File: src/rtl/filter_peak_finder.sv
// Threshold-crossing pulse detector: peak amplitude, peak timestamp and width per pulse,
// one-deep event register with dead-time holdoff. Optional area sum: FILTER_PEAK_FINDER_AREA_EN.
module filter_peak_finder #(
  parameter int DATA_W    = 16,
  parameter int TIME_W    = 16,
  parameter int WIDTH_W   = 8,
  parameter int MIN_WIDTH = 2,
  parameter int HOLDOFF   = 8
) (
  input  logic                        clk,
  input  logic                        reset,
  input  logic [DATA_W-1:0]           input_data,
  input  logic [DATA_W-1:0]           threshold,
  input  logic                        event_ready,
  output logic                        event_valid,
  output logic [DATA_W-1:0]           event_amplitude,
  output logic [TIME_W-1:0]           event_time,
  output logic [WIDTH_W-1:0]          event_width,
  output logic                        event_truncated,
  output logic [DATA_W+WIDTH_W-1:0]   event_area,
  output logic [7:0]                  lost_count
);

  // state    | meaning
  // ST_IDLE  | waiting for a sample above threshold
  // ST_PULSE | inside a pulse, tracking max/width
  // ST_HOLD  | dead time after a pulse, input ignored
  typedef enum logic [1:0] {ST_IDLE, ST_PULSE, ST_HOLD} state_t;

  localparam int                 AREA_W    = DATA_W + WIDTH_W;
  localparam int                 HOLD_INIT = (HOLDOFF > 0) ? HOLDOFF - 1 : 0;
  localparam logic [7:0]         HOLD_LOAD = HOLD_INIT[7:0];
  localparam logic [WIDTH_W-1:0] WIDTH_MAX = '1;
  localparam logic [WIDTH_W-1:0] MIN_W     = WIDTH_W'(MIN_WIDTH);

  state_t               state_q, state_d;
  logic [TIME_W-1:0]    ts_q, ts_d;
  logic [DATA_W-1:0]    max_q, max_d;
  logic [TIME_W-1:0]    max_time_q, max_time_d;
  logic [WIDTH_W-1:0]   width_q, width_d;
  logic [7:0]           hold_q, hold_d;
  logic                 ev_valid_q, ev_valid_d;
  logic [DATA_W-1:0]    ev_amp_q, ev_amp_d;
  logic [TIME_W-1:0]    ev_time_q, ev_time_d;
  logic [WIDTH_W-1:0]   ev_width_q, ev_width_d;
  logic                 ev_trunc_q, ev_trunc_d;
  logic [7:0]           lost_q, lost_d;
  logic                 crossing, pulse_end, end_trunc;

`ifdef FILTER_PEAK_FINDER_AREA_EN
  logic [AREA_W-1:0]    area_q, area_d;
  logic [AREA_W-1:0]    ev_area_q, ev_area_d;
  logic [AREA_W-1:0]    sample_ext;
  assign sample_ext = {{WIDTH_W{input_data[DATA_W-1]}}, input_data};
`endif

  assign crossing = $signed(input_data) > $signed(threshold);

  always_comb begin
    state_d    = state_q;
    ts_d       = ts_q + 1'b1;
    max_d      = max_q;
    max_time_d = max_time_q;
    width_d    = width_q;
    hold_d     = hold_q;
    ev_valid_d = ev_valid_q;
    ev_amp_d   = ev_amp_q;
    ev_time_d  = ev_time_q;
    ev_width_d = ev_width_q;
    ev_trunc_d = ev_trunc_q;
    lost_d     = lost_q;
    pulse_end  = 1'b0;
    end_trunc  = 1'b0;
`ifdef FILTER_PEAK_FINDER_AREA_EN
    area_d     = area_q;
    ev_area_d  = ev_area_q;
`endif

    case (state_q)
      ST_IDLE: begin
        if (crossing) begin
          state_d    = ST_PULSE;
          max_d      = input_data;
          max_time_d = ts_q;
          width_d    = {{(WIDTH_W-1){1'b0}}, 1'b1};
`ifdef FILTER_PEAK_FINDER_AREA_EN
          area_d     = sample_ext;
`endif
        end
      end
      ST_PULSE: begin
        if (crossing) begin
          width_d = width_q + 1'b1;
          if ($signed(input_data) > $signed(max_q)) begin
            max_d      = input_data;
            max_time_d = ts_q;
          end
`ifdef FILTER_PEAK_FINDER_AREA_EN
          area_d = area_q + sample_ext;
`endif
          if (width_d == WIDTH_MAX) begin
            pulse_end = 1'b1;
            end_trunc = 1'b1;
          end
        end else begin
          pulse_end = 1'b1;
        end
      end
      ST_HOLD: begin
        if (hold_q == 8'd0) state_d = ST_IDLE;
        else                hold_d  = hold_q - 1'b1;
      end
      default: state_d = ST_IDLE;
    endcase

    if (ev_valid_q && event_ready) ev_valid_d = 1'b0;

    if (pulse_end) begin
      state_d = (HOLDOFF == 0) ? ST_IDLE : ST_HOLD;
      hold_d  = HOLD_LOAD;
      // The *_d values already include the final in-pulse sample (truncation case).
      if (width_d >= MIN_W) begin
        if (!ev_valid_q || event_ready) begin
          ev_valid_d = 1'b1;
          ev_amp_d   = max_d;
          ev_time_d  = max_time_d;
          ev_width_d = width_d;
          ev_trunc_d = end_trunc;
`ifdef FILTER_PEAK_FINDER_AREA_EN
          ev_area_d  = area_d;
`endif
        end else if (lost_q != 8'hFF) begin
          lost_d = lost_q + 1'b1;
        end
      end
    end
  end

  always_ff @(posedge clk or negedge reset) begin
    if (!reset) begin
      state_q    <= ST_IDLE;
      ts_q       <= '0;
      max_q      <= '0;
      max_time_q <= '0;
      width_q    <= '0;
      hold_q     <= '0;
      ev_valid_q <= 1'b0;
      ev_amp_q   <= '0;
      ev_time_q  <= '0;
      ev_width_q <= '0;
      ev_trunc_q <= 1'b0;
      lost_q     <= '0;
`ifdef FILTER_PEAK_FINDER_AREA_EN
      area_q     <= '0;
      ev_area_q  <= '0;
`endif
    end else begin
      state_q    <= state_d;
      ts_q       <= ts_d;
      max_q      <= max_d;
      max_time_q <= max_time_d;
      width_q    <= width_d;
      hold_q     <= hold_d;
      ev_valid_q <= ev_valid_d;
      ev_amp_q   <= ev_amp_d;
      ev_time_q  <= ev_time_d;
      ev_width_q <= ev_width_d;
      ev_trunc_q <= ev_trunc_d;
      lost_q     <= lost_d;
`ifdef FILTER_PEAK_FINDER_AREA_EN
      area_q     <= area_d;
      ev_area_q  <= ev_area_d;
`endif
    end
  end

  assign event_valid     = ev_valid_q;
  assign event_amplitude = ev_amp_q;
  assign event_time      = ev_time_q;
  assign event_width     = ev_width_q;
  assign event_truncated = ev_trunc_q;
  assign lost_count      = lost_q;
`ifdef FILTER_PEAK_FINDER_AREA_EN
  assign event_area      = ev_area_q;
`else
  assign event_area      = '0;
`endif

endmodule

File: config.mk
export PLATFORM = sky130hd
export DESIGN_NAME = filter_peak_finder
export DESIGN_NICKNAME = d
export VERILOG_FILES = /design/src/rtl/filter_peak_finder.sv
export SDC_FILE = /design/constraint.sdc
export NUM_CORES = 1
export LEC_CHECK = 0
export CORE_ASPECT_RATIO = 0.6
export CORE_MARGIN = 10
export CORE_UTILIZATION = 59
export CTS_BUF_LIST = sky130_fd_sc_hd__clkbuf_8
export DETAILED_ROUTE_END_ITERATION = 10
export PLACE_DENSITY = 0.88
export SYNTH_ARGS = -nofsm -noshare
export SYNTH_HDL_FRONTEND = slang
export SYNTH_SLANG_ARGS = --single-unit
File: constraint.sdc
create_clock -name clk -period 5.2 [get_ports clk]
set_input_delay 1.3 -clock clk [delete_from_list [all_inputs] [get_ports clk]]
set_output_delay 1.3 -clock clk [all_outputs]
set_load 0.02 [all_outputs]
Yosys cells after proc, flatten, opt, wreduce, memory -nomap -nowiden:

Index checks and enable logic that the tools add are counted.

* register bits: 116
* output and inout port bits: 74

* add/subtract/negate cells: 4
* magnitude comparators: 3
* eq/ne operators: 8
* mux-type cells: 27
* bitwise gates (word level): 1
* reduce and logical (&&, ||, !) cells: 10

Operators with widths (number)
* $mux W16: 6
* $pmux W16 S2: 2
* $mux W8: 5
* $gt A16 B16 Y1: 2
* $add A16 B1 Y16 const B: 1
* $add A8 B1 Y8 const B: 2
* $pmux W8 S2: 1
* $mux W1: 9
* $eq A8 B8 Y1 const B: 1
* $ge A8 B2 Y1 const B: 1
* $logic_not A8 Y1: 1
* $ne A8 B8 Y1 const B: 1
* $sub A8 B1 Y8 const B: 1
* $mux W2: 3
* $ne A3 B3 Y1 const B: 2
* $pmux W2 S3: 1
* $reduce_and A3 Y1: 2
* $ne A2 B2 Y1 const B: 2
* $reduce_and A4 Y1: 1
* $eq A2 B1 Y1 const B: 1
* $eq A2 B2 Y1 const B: 1
* $logic_not A2 Y1: 1
* $reduce_and A2 Y1: 1
* $reduce_bool A2 Y1: 1
* 4 further kinds: 4

Longest topological paths before layout:

Gate-level depths: netlist (run 1).

* word-level depth: 7
* gate-level depth with buffers: 12
* gate-level depth less buffers: 12

Worst setup path before layout (run 1):

No wires, ideal clock.

* kind: input -> register
* from: input threshold[15]
* to: register ev_amp_q[1], in the netlist event_amplitude[1]
* setup time: 0.127 ns
* arrival time: 3.718 ns
* required time: 5.073 ns
* setup slack: 1.354 ns
* stages: 11
* path buffers: 1
* cell sequence: inv_1 ha_1 and4_4 nand3_2 a21o_1 nand3_4 mux2_2 o21ai_1 buf_2 mux2_1 mux2_1

* elaborated cells on any way between the ends: 11

RTL lines
* start: declaration: line 13 `input logic [DATA_W-1:0] threshold,`
* $gt A16 B16 Y1 (*): line 57 `assign crossing = $signed(input_data) > $signed(threshold);`
* $mux W16 (on tied branches): line 92, 81
* $pmux W16 S2 (*): line 79 `case (state_q)`
* net max_d[1]: line 38 `logic [DATA_W-1:0] max_q, max_d;`
* end signal: assignment: line 165 `ev_amp_q <= ev_amp_d;`
* end: declaration: line 43 `logic [DATA_W-1:0] ev_amp_q, ev_amp_d;`

The timed path passes the listed nets; every way through them passes the cells marked *.
A chain may end at the register's enable or synchronous reset.

Worst setup path in the final report (run 1):

* from: input threshold[15]
* to: register ev_amp_q[1], in the netlist event_amplitude[1]

* longest elaborated chain between the ends: 5
* elaborated cells on any way between the ends: 11

Ends and longest elaborated chain
* $gt A16 B16 Y1 (*): line 57
* $mux W8 (on tied branches): line 92, 81
* $pmux W8 S2: line 79
* $ge A8 B2 Y1: line 122 `if (width_d >= MIN_W) begin`
* $reduce_and A3 Y1 (no line)

Every way passes the cells marked *; elsewhere a longest branch is shown, timed or not.

==> results of run 1 <==
-- Yosys cell counts, drive strengths merged (2+ instances only) --
cell / count / area (um2)
dfrtp: 116 / 2903
mux2: 76 / 1002
ha: 39 / 488.0
inv: 37 / 138.9
buf: 35 / 301.5
nand2: 26 / 97.59
xnor2: 23 / 201.4
nor2: 22 / 82.58
o21ai: 18 / 90.09
a21oi: 16 / 80.08
nand3: 16 / 97.60
nand4: 14 / 87.58
and3: 11 / 68.82
nor3: 8 / 40.04
xor2: 8 / 70.07
and4: 5 / 46.29
nand2b: 5 / 31.28
nor2b: 5 / 31.28
o31ai: 5 / 37.54
clkbuf: 4 / 15.01
nor4: 4 / 40.04
and2: 3 / 18.77
a211oi: 2 / 15.01
a21o: 2 / 15.01
mux2i: 2 / 23.77
o21bai: 2 / 15.01
o41ai: 2 / 17.52
-- cells by family after synthesis --
family	Yosys count
xor+xnor	31
fa+ha+maj	39
flops	116
other cells	1
buf+inv	76
mux	78
simple gates	125
compound gates	57
-- metal layers --
layer  wire length, um  track usage  up-vias  part of all wire
met1              6504       0.2485     2135              0.45
met2              6761       0.3110      145              0.47
li1                  -            -     1981                 -
met3               879      0.05462       19             0.061
met5                 0            0        -                 0
met4               205      0.06496        0             0.014
-- where the power goes --
group	internal, mW	total, mW	switching (mW)
Sequential	1.12	1.29	0.172
Clock	0.442	0.833	0.391
Combinational	0.660	1.32	0.658
Total	2.22	3.44	1.22
-- sequential cells by signal (all words and copies together) (netlist names) --
register and count:
event_amplitude 16, lost_count 8, hold_q 8, ts_q 16, width_q 8, state_q 2
event_valid 1, event_truncated 1, event_time 16, max_q 16, max_time_q 16, event_width 8
-- metrics by stage --
| step | cell area (um2) | util |
|---|---|---|
| finish | 7457 | 0.7417 |
| global route | 7457 | 0.7417 |
| CTS | 7457 | 0.7417 |
| detailed placement | 7058 | 0.7020 |
| global placement | 7058 | 0.7020 |
| floorplan | 6300 | - |
-- cell usage in the layout (no fill, tap or decap), types with 18 or more instances in the layout --
master and n:
mux2_4 39, clkbuf_8 18, nand2_1 26, xnor2_1 23, dfrtp_1 116, clkdlybuf4s50_1 83
nor2_1 22, ha_1 39, mux2_2 31, conb_1 24, inv_1 37
-- layout make-up --
class / count / area share
sequential: 116 / 0.3893
clock buffer: 18 / 0.03322
multi-input combinational: 354 / 0.3951
timing repair buffer: 89 / 0.1208
tap: 135 / 0.02265
inverter: 37 / 0.01862
clock inverter: 14 / 0.02030
-- final timing paths --
check	from	endpoint	slack [ns]
worst min register to register	ts_q[0]$_DFF_PN0_	ts_q[0]$_DFF_PN0_	0.49
worst min-delay path	ts_q[0]$_DFF_PN0_	ts_q[0]$_DFF_PN0_	0.49
worst max-delay path	threshold[15]	event_amplitude[1]$_DFFE_PN0P_	0.62
max in group asynchronous	reset	event_amplitude[4]$_DFFE_PN0P_	3.50
min in group asynchronous	reset	event_width[5]$_DFFE_PN0P_	0.84
worst max register to register	width_q[1]$_DFF_PN0_	event_amplitude[1]$_DFFE_PN0P_	1.71
==> impl_metrics.env, run 1 <==
export IMPL_status="finished, final reports clean"
export IMPL_cp_data_required_time_ns=5.51
export IMPL_routedWlPerCell_um=18.81
export IMPL_finalPower_mw=3.444
export IMPL_drive_above_1_share=0.1863
export IMPL_min_path_cells=1
export IMPL_dp_hpwl_mm=10.34
export IMPL_yosysUniqueCellTypes=55
export IMPL_clk_latency_ns=0.43
export IMPL_synth_top_family_by_area="multiplexers"
export IMPL_cts_root_buf="clkbuf_8"
export IMPL_clk_transition_reported_paths_ns=0.08
export IMPL_cts_setup_buffers=0
export IMPL_post_place_ws_ns=0.2424
export IMPL_yosys_warnings=0
export IMPL_drv_cap=0
export IMPL_syn_area_um2=6213
export IMPL_synth_xor_area_frac=0.04370
export IMPL_start_util=0.6180
export IMPL_synthArstFlopShare=1.000
export IMPL_multi_input_area_um2=2947
export IMPL_antenna_found_initial=0
export IMPL_worst_slack_ns=0.6203
export IMPL_synth_compound_area_frac=0.06081
export IMPL_syn_avg_cell_area_um2=11.88
export IMPL_rows=28
export IMPL_critical_path_top_delay_family="simple AND/OR/NAND/NOR gates"
export IMPL_cts_resized_gates=0
export IMPL_grt_usage=0.1935
export IMPL_dr_pass1_iters=5
export IMPL_cp_max_fo=30
export IMPL_cts_sinks=116
export IMPL_syn_to_final_growth_pct=20.02
export IMPL_io_buffer_count=84
export IMPL_ys_seq_area_frac=0.4672
export IMPL_area_sequential_um2=2903
export IMPL_via_per_inst=5.609
export IMPL_synth_cells=523
export IMPL_drt_iter0_markers=345
export IMPL_grt_max_degree=44
export IMPL_crit_chain="clkdlybuf4s50_1 -> inv_1 -> ha_1 -> and4_4 -> nand3_2 -> a21o_1 -> nand3_4 -> mux2i_2 -> o22ai_2 -> and3_2 -> buf_12 -> mux2_1"
export IMPL_dp_cells=731
export IMPL_finClkSkew_ns=0.009118
export IMPL_hold_violations=0
export IMPL_clockBufferDepth=2
export IMPL_fin_crit_sh=0.8807
export IMPL_relSlewSlack=0.5718
export IMPL_fin_tns_setup_ns=0
export IMPL_ys_seq_elements=116
export IMPL_cts_hold_buf=0
export IMPL_die_w_um=152.5
export IMPL_synth_simple_area_share=0.1108
export IMPL_drc=0
export IMPL_grt_setup_unrepaired="false"
export IMPL_first_global_vias=4668
export IMPL_io_pin_count=109
export IMPL_fmax_mhz=218.4
export IMPL_routed_wl_mm=14.35
export IMPL_die_h_um=99.49
export IMPL_ir_worst_vdd_mv=0.3192
export IMPL_synth_ff_type="dfrtp_1"
export IMPL_hold_slack_ns=0.4900
export IMPL_grt_ovfl_total=0
export IMPL_synth_edff_count=0
export IMPL_finalWeightedCongestion=0.9523
export IMPL_p_per_area_nw_per_um2=461.8
export IMPL_synthAdderAreaFrac=0.07853
export IMPL_hp_class="reg -> reg"
export IMPL_cp_end_kind="flop"
export IMPL_nNetsFinal=689
export IMPL_synth_mux_area_frac=0.1651
export IMPL_critPathMaxStageDelay_ns=0.55
export IMPL_worst_endpoint_arrival_ns=4.89
export IMPL_cts_tree="built"
export IMPL_start_kind="input pin"
export IMPL_placeableCoreArea_um2=10050
export IMPL_maxSlewViolCount=0
export IMPL_p_leak_nw=3.501
export IMPL_antenna_left=0
export IMPL_die_area_um2=15170
export IMPL_critPathBufInv=3
export IMPL_n_antenna_cell=0
export IMPL_stdcell_count=763
export IMPL_setup_viol=0
export IMPL_htreeDepth=4
export IMPL_r2r_cells=9
export IMPL_slowest_stage="mux2i_2"
export IMPL_tightest_slew_ns=0.6422
export IMPL_period_needed_ns=4.580
export IMPL_dr_total_vias=4280
export IMPL_cts_made_buffers=17
export IMPL_cp_depth=12
export IMPL_crit_type="in -> reg"
export IMPL_grt_pass1_wl_mm=24.14
export IMPL_fillers=664
Power figures use the tool's default switching activity.
==> inputs of run 2 (changes only) <==
--- a/config.mk
+++ b/config.mk
@@ -10,6 +10,8 @@
 export CORE_UTILIZATION = 59
 export CTS_BUF_LIST = sky130_fd_sc_hd__clkbuf_8
 export DETAILED_ROUTE_END_ITERATION = 10
+export GPL_ROUTABILITY_DRIVEN = 0
+export MAX_ROUTING_LAYER = met4
 export PLACE_DENSITY = 0.88
 export SYNTH_ARGS = -nofsm -noshare
 export SYNTH_HDL_FRONTEND = slang
==> run 2 against run 1 <==
Effect of this change: cell area rose by 0.25%; non-clock buffer count is the same; critical path depth stayed put; cell count shrank 0.26%; register-to-register slack lost 0.11 ns; total power increased by 1.5%; count of clock-buffer cells in the layout up 3; via count shrank 0.63%; combinational power hardly changed; first-iteration DRC count is 11% lower; sequential share of layout area decreased by 0.098 points; global-route usage increased by 0.21 points; critical path type unchanged; critical endpoint unchanged; largest cell class unchanged; highest routed layer unchanged.
==> impl_metrics.env, run 2 (same netlist as run 1, synthesis figures left out) <==
export IMPL_n_antenna_cell=0
export IMPL_grt_usage=0.1956
export IMPL_drc=0
export IMPL_dp_hpwl_mm=10.19
export IMPL_cts_hold_buf=0
export IMPL_rows=28
export IMPL_placeableCoreArea_um2=10050
export IMPL_dr_pass1_iters=5
export IMPL_final_common_cell="dfrtp_1"
export IMPL_drive_above_1_share=0.1821
export IMPL_fin_crit_sh=0.8734
export IMPL_worst_endpoint_arrival_ns=4.84
export IMPL_setup_viol=0
export IMPL_ir_worst_vdd_mv=0.2776
export IMPL_grt_ovfl_total=0
export IMPL_grt_max_degree=63
export IMPL_htreeDepth=4
export IMPL_clk_latency_ns=0.43
export IMPL_cts_root_buf="clkbuf_8"
export IMPL_hold_violations=0
export IMPL_fmax_mhz=220.2
export IMPL_status="finished, final reports clean"
export IMPL_final_util=0.7435
export IMPL_routedWlPerCell_um=19.04
export IMPL_layout_common_cells="dfrtp_1, clkdlybuf4s50_1, mux2_4, ha_1, inv_1"
export IMPL_clk_transition_reported_paths_ns=0.07
export IMPL_syn_to_final_growth_pct=20.32
export IMPL_period_needed_ns=4.542
export IMPL_die_area_um2=15170
export IMPL_worst_slack_ns=0.6585
export IMPL_die_h_um=99.49
export IMPL_die_w_um=152.5
export IMPL_start_util=0.6180
export IMPL_dr_total_vias=4253
export IMPL_cts_sinks=116
export IMPL_routed_wl_mm=14.49
export IMPL_p_leak_nw=3.516
export IMPL_grt_setup_unrepaired="false"
export IMPL_post_place_ws_ns=0.2591
export IMPL_maxSlewViolCount=0
export IMPL_clockBufferDepth=2
export IMPL_tightest_slew_ns=0.7660
export IMPL_placed_area_um2=7058
export IMPL_p_per_area_nw_per_um2=467.8
export IMPL_fin_area_um2=7476
export IMPL_crit_type="in -> reg"
export IMPL_fillers=624
export IMPL_gr_max_usage_layer="met2"
export IMPL_drv_cap=0
export IMPL_antenna_found_initial=0
export IMPL_cts_setup_buffers=0
export IMPL_via_per_inst=5.589
export IMPL_antenna_left=0
export IMPL_io_buffer_count=84
export IMPL_nNetsFinal=689
export IMPL_cp_end_kind="flop"
export IMPL_grt_use_met3=0.05634
export IMPL_cts_tree="built"
export IMPL_fin_tns_setup_ns=0
export IMPL_io_pin_count=109
export IMPL_use_met1=0.2429
export IMPL_hp_class="reg -> reg"
export IMPL_relSlewSlack=0.4893
export IMPL_start_kind="input pin"
export IMPL_cts_made_buffers=17
export IMPL_cts_resized_gates=0
export IMPL_first_global_vias=4487
export IMPL_grt_pass1_wl_mm=23.52
export IMPL_cp_data_required_time_ns=5.50
export IMPL_met2_usage=0.3070
export IMPL_finClkSkew_ns=0.01128
export IMPL_drt_iter0_markers=308
export IMPL_cp_max_fo=30
run 2: worst max-delay path, stage by stage:
cell	delay, ns
clkdlybuf4s50_1	0.46
inv_1	0.06
ha_1	0.41
and4_4	0.28
nand3_2	0.09
a21o_1	0.20
nand3_4	0.12
mux2i_2	0.54
o22ai_2	0.29
and3_2	0.45
buf_12	0.25
mux2_1	0.34
run 2: path summary, 6_finish.rpt:
check | startpoint | endpoint | slack [ns] | depth (start not counted)
setup / recovery | threshold[15] | event_amplitude[1]$_DFFE_PN0P_ | 0.66 | 12
hold / removal | ts_q[0]$_DFF_PN0_ | ts_q[0]$_DFF_PN0_ | 0.48 | 1
setup reg to reg | width_q[1]$_DFF_PN0_ | event_amplitude[1]$_DFFE_PN0P_ | 1.60 | 9
hold reg to reg | ts_q[0]$_DFF_PN0_ | ts_q[0]$_DFF_PN0_ | 0.48 | 1
max in group asynchronous | reset | max_time_q[9]$_DFF_PN0_ | 3.45 | 2
min in group asynchronous | reset | event_width[5]$_DFFE_PN0P_ | 0.73 | 1
run 2: where the power goes:
| group | switching (mW) | total [mW] | leakage (nW) | internal, mW |
|---|---|---|---|---|
| combinational | 0.665 | 1.33 | 1.82 | 0.661 |
| sequential | 0.172 | 1.29 | 1.50 | 1.12 |
| clock | 0.361 | 0.878 | 0.203 | 0.517 |
run 2: layout make-up:
| cell class | count | area, um2 | share of cell area |
|---|---|---|---|
| multi-input cells | 354 | 2947 | 0.3941 |
| flip-flops and latches | 116 | 2903 | 0.3883 |
| repair buffers | 89 | 900.9 | 0.1205 |
| clock buffers | 21 | 289.0 | 0.03866 |
| well taps | 135 | 168.9 | 0.02259 |
| inverters | 37 | 138.9 | 0.01858 |
| clock inverters | 9 | 128.9 | 0.01724 |
run 2: stage by stage:
| stage | cells | hold slack (ns) | power, mW |
|---|---|---|---|
| after global routing | 761 | 0.4899 | 3.686 |
| after detailed placement | 731 | 0.4714 | 2.601 |
| after floorplan | 546 | 0.4380 | 2.161 |
| final | 761 | 0.4816 | 3.497 |
| after global placement | 731 | 0.4539 | 2.541 |
| after CTS | 761 | 0.4814 | 3.510 |
run 2: metal layers:
layer | share of wire | wire [um] | vias up
met5 | 0 | 0 | -
met4 | 0.017 | 247 | 0
met3 | 0.065 | 941 | 31
met2 | 0.47 | 6739 | 157
met1 | 0.45 | 6564 | 2095
li1 | - | - | 1970
